==> config.mk <==
export PLATFORM = sky130hd
export DESIGN_NAME = fp_div
export DESIGN_NICKNAME = d
export VERILOG_FILES = /design/src/rtl/fp_div.sv
export SDC_FILE = /design/constraint.sdc
export NUM_CORES = 1
export LEC_CHECK = 0
export ABC_AREA = 0
export ABC_CLOCK_PERIOD_IN_PS = 3250
export CAP_MARGIN = 20
export CORE_UTILIZATION = 30
export CTS_BUF_LIST = sky130_fd_sc_hd__clkbuf_2
export DETAILED_ROUTE_END_ITERATION = 6
export GPL_TIMING_DRIVEN = 0
export PLACE_DENSITY_LB_ADDON = 0.3
export SLEW_MARGIN = 40
export SYNTH_ARGS = -nofsm -noshare
export SYNTH_HDL_FRONTEND = slang
export SYNTH_SLANG_ARGS = --single-unit
==> constraint.sdc <==
create_clock -name CLOCK_50 -period 3.25 [get_ports CLOCK_50]
set_input_delay 0.975 -clock CLOCK_50 [delete_from_list [all_inputs] [get_ports CLOCK_50]]
set_output_delay 0.975 -clock CLOCK_50 [all_outputs]
set_load 0.01 [all_outputs]
==> src/rtl/fp_div.sv <==
// Multi-cycle IEEE-754 single-precision divider (q = N1 / N2), truncating,
// subnormals flushed to zero; restoring mantissa divider, one quotient bit per clock.
module fp_div #(
  parameter int MANT_W = 23,
  parameter int QBITS  = 25
) (
  input  logic        CLOCK_50,
  input  logic        restart,
  input  logic        start,
  input  logic [31:0] N1,
  input  logic [31:0] N2,
  output logic [31:0] q,
  output logic        done,
  output logic        busy
);

  // state | meaning
  // IDLE  | waiting for start, operands captured on the request edge
  // ITER  | one restoring-division step per clock, QBITS steps
  // NORM  | normalise quotient, build exponent, resolve special cases
  // DONE  | result held until start drops
  typedef enum logic [1:0] {
    S_IDLE = 2'd0,
    S_ITER = 2'd1,
    S_NORM = 2'd2,
    S_DONE = 2'd3
  } state_t;

  localparam int RW = MANT_W + 3;
  localparam logic [4:0] CNT_LAST = 5'(QBITS - 1);
  localparam logic [31:0] QNAN = 32'h7FC0_0000;

  state_t            state_q, state_d;
  logic [4:0]        cnt_q, cnt_d;
  logic [RW-1:0]     r_q, r_d;
  logic [RW-1:0]     dvs_q, dvs_d;
  logic [QBITS-1:0]  qacc_q, qacc_d;
  logic              sign_q, sign_d;
  logic [7:0]        e1_q, e1_d;
  logic [7:0]        e2_q, e2_d;
  logic [31:0]       q_q, q_d;
  logic              done_q, done_d;

  logic [RW-1:0]     r_sub;
  logic              r_ge;
  logic signed [9:0] e_norm;
  logic [MANT_W-1:0] frac;
  logic [31:0]       q_norm;

  always_comb begin
    r_sub  = r_q - dvs_q;
    r_ge   = (r_q >= dvs_q);
    // leading quotient bit decides between the two normalisation offsets
    e_norm = $signed({2'b00, e1_q}) - $signed({2'b00, e2_q})
             + (qacc_q[QBITS-1] ? 10'sd127 : 10'sd126);
    frac   = qacc_q[QBITS-1] ? qacc_q[QBITS-2:1] : qacc_q[QBITS-3:0];

    if (e1_q == 8'hFF || e2_q == 8'hFF) begin
      q_norm = QNAN;
    end else if (e1_q == 8'h00 && e2_q == 8'h00) begin
      q_norm = QNAN;
    end else if (e2_q == 8'h00) begin
      q_norm = {sign_q, 8'hFF, 23'h0};
    end else if (e1_q == 8'h00) begin
      q_norm = {sign_q, 31'h0};
    end else if (e_norm >= 10'sd255) begin
      q_norm = {sign_q, 8'hFF, 23'h0};
    end else if (e_norm <= 10'sd0) begin
      q_norm = {sign_q, 31'h0};
    end else begin
      q_norm = {sign_q, e_norm[7:0], frac};
    end
  end

  always_comb begin
    state_d = state_q;
    cnt_d   = cnt_q;
    r_d     = r_q;
    dvs_d   = dvs_q;
    qacc_d  = qacc_q;
    sign_d  = sign_q;
    e1_d    = e1_q;
    e2_d    = e2_q;
    q_d     = q_q;
    done_d  = done_q;

    case (state_q)
      S_IDLE: begin
        if (start) begin
          sign_d  = N1[31] ^ N2[31];
          e1_d    = N1[30:23];
          e2_d    = N2[30:23];
          r_d     = {2'b01, N1[MANT_W-1:0]};
          dvs_d   = {2'b01, N2[MANT_W-1:0]};
          qacc_d  = '0;
          cnt_d   = '0;
          done_d  = 1'b0;
          state_d = S_ITER;
        end
      end
      S_ITER: begin
        r_d    = r_ge ? (r_sub << 1) : (r_q << 1);
        qacc_d = {qacc_q[QBITS-2:0], r_ge};
        cnt_d  = cnt_q + 5'd1;
        if (cnt_q == CNT_LAST) begin
          state_d = S_NORM;
        end
      end
      S_NORM: begin
        q_d     = q_norm;
        done_d  = 1'b1;
        state_d = S_DONE;
      end
      S_DONE: begin
        if (!start) begin
          done_d  = 1'b0;
          state_d = S_IDLE;
        end
      end
      default: state_d = S_IDLE;
    endcase
  end

  always_ff @(posedge CLOCK_50) begin
    if (restart) begin
      state_q <= S_IDLE;
      cnt_q   <= '0;
      r_q     <= '0;
      dvs_q   <= '0;
      qacc_q  <= '0;
      sign_q  <= 1'b0;
      e1_q    <= '0;
      e2_q    <= '0;
      q_q     <= '0;
      done_q  <= 1'b0;
    end else begin
      state_q <= state_d;
      cnt_q   <= cnt_d;
      r_q     <= r_d;
      dvs_q   <= dvs_d;
      qacc_q  <= qacc_d;
      sign_q  <= sign_d;
      e1_q    <= e1_d;
      e2_q    <= e2_d;
      q_q     <= q_d;
      done_q  <= done_d;
    end
  end

  assign q    = q_q;
  assign done = done_q;
  assign busy = (state_q == S_ITER) || (state_q == S_NORM);

endmodule

==> impl_results.md <==
- Outcome: finished, violations left
- Failing checks: setup timing
- Max FO, Critical Path: 6
- Post-route cell area: 9444 um2
- Leak: 3.429 nW
- Routability cong.: 0.8582
- Worst Setup SP: e2_q[0]$_SDFFE_PP0P_
- Sequential share of the synthesized area: 35.83%
- Area of the mapped netlist: 7375 um2
- Port Buffer Count: 100
- Crit path time final: 3.293 ns
- Share of cells above drive strength 1: 11.57%
- Number of DRC markers in iteration 0: 373
- CP required: 3.87 ns
- RSZ-0062 raised after global routing: yes
- Slew Viols, Final: 0
- Via density: 4.968
- Initial core utilization: 30.41%
- Critical path arrival: 3.92 ns
- Syn Inst Count: 905
- Routed WL: 21,160 um
- Die height: 158.8 um
- Power per cell area: 1099 nW/um2
- GRT Residual Overflow: 0
- Top FF cell, synth: dfxtp_1
- CP Class: register to register
- Post-layout net count: 1,150
- Clock Sinks: 132
- Final Hold Viols: 0
- Max VDD drop: 0.0005879 V
- Area post-placement: 8782 um2
- Remaining antenna violation count after routing: 0
- Worst hold-check path type: register to register
- CTS hold repair buffers: 0
- Initial antenna violation count: 2
- Dpl ws: -0.4135 ns
- Setup Skew: 0.04090 ns
- Ys Warns: 0
- Final WS setup: -0.04322 ns
- Worst Setup End Kind: register
- Worst slew pin tran: 0.7786 ns
- Vias in the first global route: 6,521
- EDFF count, synth: 0
- Period utilization: 101.3%
- DR DRC count: 0
- Area Overhead vs Synth: 28.06%
- Hold path start: q[14]$_SDFFE_PP0P_
- DR WL/cell: 15.33 um
- CTS tree: built
- Global-route wire length before repair: 34,140 um
- Die Width: 158.8 um
- Die area: 25,210 um2
- Rel. slew slack: 47.43%
- Worst hold slack: 0.4582 ns
- Num ports: 101
- Max_cap viols: 0
- Total power: 10.38 mW
- Largest net degree at the start of global routing: 17
- Dpl hpwl: 15,740 um
- Ys async rst share: 0%
- Startpoint types: register
- Syn Area/Cell: 8.149 um2
- Worst-path clk slew: 0.20 ns
- FP Rows: 57
- Achievable clock frequency: 303.7 MHz
- Root Driver: clkbuf_2
- Clock tree buffer depth: 2
- TritonCTS buffer count: 17
- Drt pass-1 iters: 5
- Yosys reg bits: 132
- Post-synth cell types: 71
- # setup viols final: 22
- H-tree levels: 4
- CORE AREA: 24,250 um2
- Total GRT Usage: 17.02%
- R2r startpoint: e2_q[0]$_SDFFE_PP0P_
- Worst skew pair latency: 0.75 ns
- Vias: 6,861
- Mapped Nets: 1,014
- Core occupancy in the finished layout: 38.95%
-- path summary, 6_finish.rpt --
kind / cells past startpoint / end / slack, ns
setup / recovery: 13 / q[19]$_SDFFE_PP0P_ / -0.04
hold / removal: 2 / q[14]$_SDFFE_PP0P_ / 0.46
setup reg to reg: 13 / q[19]$_SDFFE_PP0P_ / -0.04
hold reg to reg: 2 / q[14]$_SDFFE_PP0P_ / 0.46
-- cell usage in the layout (no fill, tap or decap), types with 34 or more instances in the layout --
| master | synthesis | layout |
|---|---|---|
| a21oi_1 | 90 | 86 |
| a22oi_1 | 37 | 37 |
| clkbuf_1 | 35 | 34 |
| clkdlybuf4s50_1 | 0 | 100 |
| dfxtp_1 | 132 | 124 |
| ha_1 | 40 | 34 |
| inv_1 | 48 | 45 |
| mux2i_1 | 41 | 41 |
| nand2_1 | 135 | 135 |
| nor2_1 | 68 | 67 |
-- per-stage QoR --
step                std cells  TNS, ns
floorplan                 905        0
global placement         1329   -26.50
detailed placement       1329   -24.15
CTS                      1375   -1.395
global route             1380   -3.622
finish                   1381  -0.5024
-- power breakdown --
part | switching [mW] | leakage [nW] | internal, mW
registers | 0.261 | 1.08 | 1.94
clock network | 0.648 | 0.157 | 0.504
logic | 3.99 | 2.19 | 3.04
-- cells in the mapped netlist, types with 4 or more instances --
cell / n / area share [%]
a211oi_1: 9 / 0.92
nor2b_1: 7 / 0.59
nor2_1: 68 / 3.5
inv_1: 48 / 2.4
ha_1: 40 / 6.8
xor2_1: 14 / 1.7
buf_1: 4 / 0.20
o21a_1: 10 / 1.0
buf_2: 4 / 0.27
and2_1: 6 / 0.51
a21oi_1: 90 / 6.1
nand4_1: 11 / 0.93
nor3_1: 16 / 1.1
nor4_1: 4 / 0.34
xnor2_1: 13 / 1.5
a31oi_1: 5 / 0.42
mux2i_1: 41 / 5.6
and3_1: 6 / 0.51
nand3_1: 10 / 0.68
a21o_1: 10 / 1.0
clkbuf_1: 35 / 1.8
o22ai_1: 17 / 1.4
nand2b_1: 4 / 0.34
nand2_1: 135 / 6.9
a22oi_1: 37 / 3.8
or3_1: 4 / 0.34
dfxtp_1: 132 / 36
o211ai_1: 6 / 0.61
nor3b_1: 4 / 0.41
o21ai_0: 54 / 3.7
-- worst max-delay path, cell delays in order (launching register included) --
cell and delay [ns]:
dfxtp_4 0.42, ha_4 0.14, inv_2 0.03, fa_2 0.40, a211oi_4 0.32, nor2_2 0.08, xor2_2 0.18, or3_4 0.40
or3_4 0.43, a2111oi_4 0.30, a211oi_2 0.10, nand3_4 0.15, clkbuf_8 0.17, o21ai_1 0.05
-- per-layer routing --
layer  up-vias  GRT usage [%]  share of wire (%)
met2       164          27.71                 46
met4         0          4.457                1.2
li1       3503              -                  -
met1      3175          22.48                 48
met5         -              0                  0
met3        19          3.892                5.0
-- sequential cells by signal, summed over array words and instances, names as in the netlist --
register / count
q: 32
r_q: 26
qacc_q: 25
dvs_q: 24
e1_q: 8
e2_q: 8
cnt_q: 5
state_q: 2
done: 1
sign_q: 1
-- cell families (layout without fill, tap and decap cells) --
group	Yosys count	after routing	share of synthesized area (%)
AO/OA/AOI/OAI	271	271	24.09
XOR/XNOR	28	28	3.427
adder cells (fa/ha/maj)	42	42	7.330
buffers and inverters	96	245	5.293
flip-flops	132	132	35.83
multiplexers	42	42	5.718
other	0	3	0
AND/OR/NAND/NOR	294	294	18.31
-- final cells by class --
type / count / area, um2
Fill cell: 2562 / 14800
Multi-Input combinational cell: 677 / 4534
Sequential cell: 132 / 2655
Timing Repair Buffer: 119 / 1164
Tap cell: 324 / 405.4
Buffer: 46 / 221.5
Clock inverter: 14 / 186.4
Inverter: 48 / 180.2
Clock buffer: 18 / 90.09
Antenna cell: 3 / 7.507
-- what timing repair did --
action                     in CTS  in global routing
pin swaps                      35                 12
setup endpoints to repair      54                 56
buffers inserted               13                  4
hold endpoints to repair        0                  0
gates resized for setup        62                 27
gates cloned                    2                  0
No activity file was read; power rests on OpenSTA's default activity.
==> RTL change 1, RTL diff (config.mk and constraints unchanged) <==
Register the output `q` once more; this adds one clock of latency there. The other outputs are not delayed to match. Comments in the files are not updated.
--- a/src/rtl/fp_div.sv
+++ b/src/rtl/fp_div.sv
@@ -148,5 +148,7 @@
   end
 
-  assign q    = q_q;
+  always_ff @(posedge CLOCK_50) begin
+    q <= q_q;
+  end
   assign done = done_q;
   assign busy = (state_q == S_ITER) || (state_q == S_NORM);
Function: same outputs for any inputs over 10 cycles, from zero or initial values; that may be too few to reach the edited logic, so the function may still have changed.
==> RTL change 1 against the unedited design <==
  * The run ends with design-rule violations, negative setup slack left
  * Routed wire length grew 7.9%
  * Largest power group unchanged
  * Global-route usage decreased by 0.68 points
  * First-iteration DRC count rose by 21%
  * Core utilization is 0.48 points higher
  * Final area grew 9.4%
  * Fmax down 4.4%
  * Synthesized area up 9.5%
  * Count of clock-buffer cells in the layout decreased by 1
  * Sequential cell count increased by 32
  * Synthesized cell count rose by 8.8%
  * Largest cell class unchanged
  * Power rose by 1.9%
  * Worst setup slack worse by 0.15 ns
==> RTL change 1: results (changes against the unedited design) <==
stage	metric	value	unit	change
outcome	run status	complete, but fails checks		
outcome	violated checks	design-rule violations, negative setup slack		
pwr	internal power contribution	5.34	mW	-2.6%
placement	final weighted congestion of routability-driven global placement	0.918		+7.0%
finish	top flop regs	q: 32 flops, q_q: 32 flops, r_q: 26 flops		
placement	instance count after placement with tap cells included	1420		+6.8%
detailed_routing	First DRT Iteration DRCs	452		+21%
clock_network	TritonCTS Buffers	17		unchanged
pwr	peak ir drop on the vdd network	0.000523	V	-11%
clock_network	clock slew at reported path FFs	0.26	ns	+0.06 ns
placement	detailed placement HPWL	16800	µm	+6.6%
setup_path	critical path's slowest cell	dfxtp_2		
synthesis	adder-cell area share of the yosys netlist	6.69	%	-0.64 points
finish	share of cells above drive strength 1	10.3	%	-1.2 points
finish	number of standard cells in the layout, taps in and fillers out	1478		+7.0%
global_route	number of antenna violations at the first check in global routing	1		-1
placement	pre-CTS WS	-0.627	ns	-0.214 ns
worst_hold_path	path type of the worst min-delay path	reg -> reg		
synthesis	cell types with the highest counts after synthesis	dfxtp_1 (164), nand2_1 (155), a21oi_1 (92)		
setup_path	worst reg2reg path depth	16		+3
detailed_routing	number of design rule violations left after detail routing	8		+8
synthesis	portion of the post-synthesis area used by sequential elements	40.7	%	+4.8 points
detailed_routing	number of optimization iterations in the first detailed-route pass	7		+2
synthesis	portion of netlist area occupied by mux cells	3.98	%	-1.7 points
sta	post-route worst setup slack	-0.193	ns	-0.150 ns
global_route	global-route wire length before repair	36200	µm	+6.1%
global_route	overall overflow remaining after global route	0		unchanged
sta	worst max-slew margin expressed relative to the limit	50.8	%	+3.4 points
setup_path	Critical Path Source	e1_q[0]		
detailed_routing	average wire length per cell after detail routing	15.4	µm	+0.81%
placement	cell area after placement	0.00951	mm²	+8.2%
setup_path	worst setup path endpoint	q_q[20]		
global_route	gr usage total	16.3	%	-0.68 points
detailed_routing	Via-to-Cell Ratio	5.12		+3.0%
synthesis	number of distinct library cell variants in the gate-level netlist after synthesis	69		-2.8%
synthesis	mean instance size in the synthesized netlist	8.20	µm²	+0.62%
synthesis	Synthesized Nets	1094		+7.9%
global_route	via count of the first global-routing pass	7139		+9.5%
synthesis	compound-cell area share of the yosys netlist	23.5	%	-0.58 points
sta	total negative slack	-4.45	ns	-3.95 ns
setup_path	maximum single-stage delay on the critical path	0.39	ns	-0.04 ns
finish	Net count, final	1238		+7.7%
synthesis	share of the synthesized netlist area taken by xor and xnor gates	2.80	%	-0.62 points
sta	clock skew	0.0496	ns	+0.00867 ns
pwr	static leakage	3.80	nW	+11%
setup_path	arrival time of data at the critical path endpoint	4.13	ns	+0.21 ns
placement	number of buffers added on ports	100		unchanged
sta	count of endpoints failing setup in the final report	29		+32%
synthesis	top post-synthesis cells by area	dfxtp_1 (41%), nand2_1 (7.2%), ha_1 (6.2%), a21oi_1 (5.7%), nor2_1 (4.0%)		
global_route	largest net degree at the start of global routing	19		+2
setup_path	largest delay contributor family on the critical path	compound AO/OA/AOI/OAI gates		
clock_network	count of H-tree levels built during CTS	4		unchanged
==> RTL change 1: changes by cell type after synthesis, sizes merged, moves of 16 or more <==
| cell | change |
|---|---|
| dfxtp | +32 |
| nand2 | +20 |
| nor2 | +18 |
| o22ai | -16 |
==> RTL change 1: routing by layer <==
| layer | wire, µm | vias up | global-route usage (%) |
|---|---|---|---|
| met2 | 10400 | 220 | 26.6 |
| met1 | 10600 | 3505 | 21.7 |
| met5 | 0 | - | 0 |
| met4 | 716 | 0 | 6.14 |
| li1 | - | 3796 | - |
| met3 | 1110 | 41 | 2.72 |
==> RTL change 1: worst min path at each step <==
stage,from,to,slack (ns),cells after the start
3_5_place_dp,q_q[7],q[7],0.34,0
3_3_place_gp,q_q[11],q[11],0.34,0
5_1_grt,q_q[28],q[28],0.35,0
2_1_floorplan,q_q[31],q[31],0.32,0
6_report,q_q[24],q[24],0.35,0
4_1_cts,q_q[24],q[24],0.35,0
==> RTL change 1: repair_timing <==
action / CTS / global route
hold buffers: 0 / 0
pin swaps: 39 / 16
setup buffers: 19 / 5
gates cloned: 2 / 0
endpoints found under the hold margin: 0 / 0
setup endpoints to repair: 56 / 58
gates resized for setup: 52 / 29
==> RTL change 1: cell type report <==
class | count | area (µm²)
Sequential cell | 164 | 3290
Clock inverter | 15 | 180
Tap cell | 335 | 419
Buffer | 53 | 221
Fill cell | 2697 | 15900
Inverter | 52 | 195
Clock buffer | 17 | 85.1
Timing Repair Buffer | 126 | 1220
Multi-Input combinational cell | 715 | 4720
Antenna cell | 1 | 2.50
==> RTL change 1: power by group through the flow <==
stage	registers [mW]	clock network [mW]	logic (mW)
floorplan	2.58	0	4.22
global placement	2.64	0	5.67
detailed placement	2.65	0	5.69
CTS	2.61	1.23	6.30
global route	2.66	1.30	7.43
finish	2.62	1.18	6.77
==> RTL change 2, RTL diff (config.mk and constraints unchanged) <==
Made on the original files. The 4 states of `state_t` get a Gray code encoding in 2 bits.
--- a/src/rtl/fp_div.sv
+++ b/src/rtl/fp_div.sv
@@ -21,8 +21,8 @@
   // DONE  | result held until start drops
   typedef enum logic [1:0] {
-    S_IDLE = 2'd0,
-    S_ITER = 2'd1,
-    S_NORM = 2'd2,
-    S_DONE = 2'd3
+    S_IDLE = 2'b00,
+    S_ITER = 2'b01,
+    S_NORM = 2'b11,
+    S_DONE = 2'b10
   } state_t;
 
Formal check against the unedited RTL: same outputs for any inputs over 10 cycles, from zero or initial values; not proved beyond that.
==> RTL change 2 against the unedited design <==
  * The run ends with design-rule violations, negative setup slack left
  * Synthesized cell count increased by 2.0%
  * Worst setup slack got worse by 0.0014 ns
  * Routed wire length increased by 5.1%
  * Count of clock-buffer cells in the layout down 1
  * Synthesized area rose by 0.27%
  * Sequential cell count did not move
  * Final area is 2.1% higher
  * Largest cell class unchanged
Power is not compared: it rests on default switching activity, and its combinational part moved more than twofold at a synthesized area within 25%.
==> RTL change 2: results (changes against the unedited design) <==
stage	metric	value	unit	change
synthesis	portion of the post-synthesis area used by sequential elements	35.7	%	-0.097 points
sta	worst max-slew margin expressed relative to the limit	52.2	%	+4.8 points
outcome	violated checks	design-rule violations, negative setup slack		
placement	detailed placement HPWL	15700	µm	-0.13%
synthesis	share of the synthesized netlist area taken by xor and xnor gates	3.52	%	+0.092 points
outcome	run status	complete, but fails checks		
synthesis	Synthesized Nets	1028		+1.4%
finish	share of cells above drive strength 1	14.7	%	+3.2 points
detailed_routing	First DRT Iteration DRCs	343		-8.0%
detailed_routing	count of vias placed by the detailed router	7073		+3.1%
placement	final weighted congestion of routability-driven global placement	0.886		+3.2%
sta	total negative slack	-0.477	ns	+0.0255 ns
global_route	via count of the first global-routing pass	6646		+1.9%
detailed_routing	Via-to-Cell Ratio	5.02		+0.97%
placement	pre-CTS WS	-0.213	ns	+0.201 ns
sta	post-route worst setup slack	-0.0446	ns	-0.00138 ns
global_route	GR met2 Demand/Resource	27.4	%	-0.32 points
global_route	gr usage total	17.0	%	-0.059 points
worst_hold_path	startpoint of the tightest hold check path	dvs_q[4]		
synthesis	adder-cell area share of the yosys netlist	6.63	%	-0.70 points
global_route	met3 track demand over resource in global routing	3.62	%	-0.27 points
sta	clock skew	0.0378	ns	-0.00312 ns
global_route	global-route wire length before repair	34300	µm	+0.52%
synthesis	mean instance size in the synthesized netlist	8.01	µm²	-1.7%
setup_path	CP Max Fanout	10		+4
sta	count of endpoints failing setup in the final report	20		-9.1%
clock_network	clock slew at reported path FFs	0.24	ns	+0.04 ns
detailed_routing	drt total wl	22200	µm	+5.1%
synthesis	top post-synthesis cells by area	dfxtp_1 (36%), nand2_1 (6.8%), ha_1 (6.1%), a21oi_1 (5.8%), nor2_1 (4.5%)		
placement	cell area after placement	0.00880	mm²	+0.19%
setup_path	beginning of the worst register-to-register path	e1_q[0]		
detailed_routing	number of design rule violations left after detail routing	1		+1
synthesis	cell types with the highest counts after synthesis	nand2_1 (134), dfxtp_1 (132), nor2_1 (89)		
global_route	number of antenna violations at the first check in global routing	1		-1
synthesis	compound-cell area share of the yosys netlist	24.5	%	+0.44 points
global_route	M1 GR Usage	22.5	%	about the same
detailed_routing	number of optimization iterations in the first detailed-route pass	7		+2
finish	Net count, final	1177		+2.3%
## RTL change 2: cell count changes after synthesis, sizes merged, moves of 6 or more
cell / change
clkbuf: +8
a22o: +21
mux2i: -36
nor2: +22
nor4: +6
a21o: -6
a211oi: +7
o21ai: -8
mux2: +24
a22oi: -11
nand2b: +8
o22ai: -13
## RTL change 2: area by class of cell
| type | count | area, µm² |
|---|---|---|
| inverter | 53 | 199 |
| fill | 2507 | 14600 |
| multi-input combinational | 682 | 4650 |
| timing repair buffer | 132 | 1270 |
| clock buffer | 17 | 85.1 |
| buffer | 54 | 248 |
| clock inverter | 15 | 138 |
| sequential | 132 | 2650 |
| tap | 324 | 405 |
| antenna | 1 | 2.50 |
## RTL change 2: kinds of logic after synthesis
group                      after synthesis
muxes                                   30
adders and majority gates               38
xor gates and xnor gates                28
buffers and inverters                  109
AOI/OAI and AO/OA                      274
DFF                                    132
and+or+nand+nor                        312
## RTL change 2: final timing paths
kind,to,slack [ns],cells after the start
worst min-delay path,dvs_q[4],0.47,2
worst min register to register,dvs_q[4],0.47,2
worst max register to register,q[8],-0.04,15
worst max-delay path,q[8],-0.04,15
## RTL change 2: layer usage
metal / vias up / share of wire [%]
met5: - / 0
met4: 0 / 1.9
met3: 38 / 5.4
met2: 182 / 46
met1: 3274 / 47
li1: 3579 / -
## RTL change 2: repair_timing
| action | in CTS | in global routing |
|---|---|---|
| setup endpoints to repair | 38 | 53 |
| gates cloned | 1 | 0 |
| gates resized for setup | 24 | 54 |
| buffers inserted | 10 | 22 |
| pin swaps | 6 | 16 |
## RTL change 2: power by group through the flow
stage,clock (mW),combinational [mW],sequential [mW]
finish,0.990,2.23,1.78
CTS,1.02,1.85,1.77
detailed placement,0,1.75,1.80
global placement,0,1.73,1.80
floorplan,0,1.30,1.78
global route,1.08,2.44,1.79
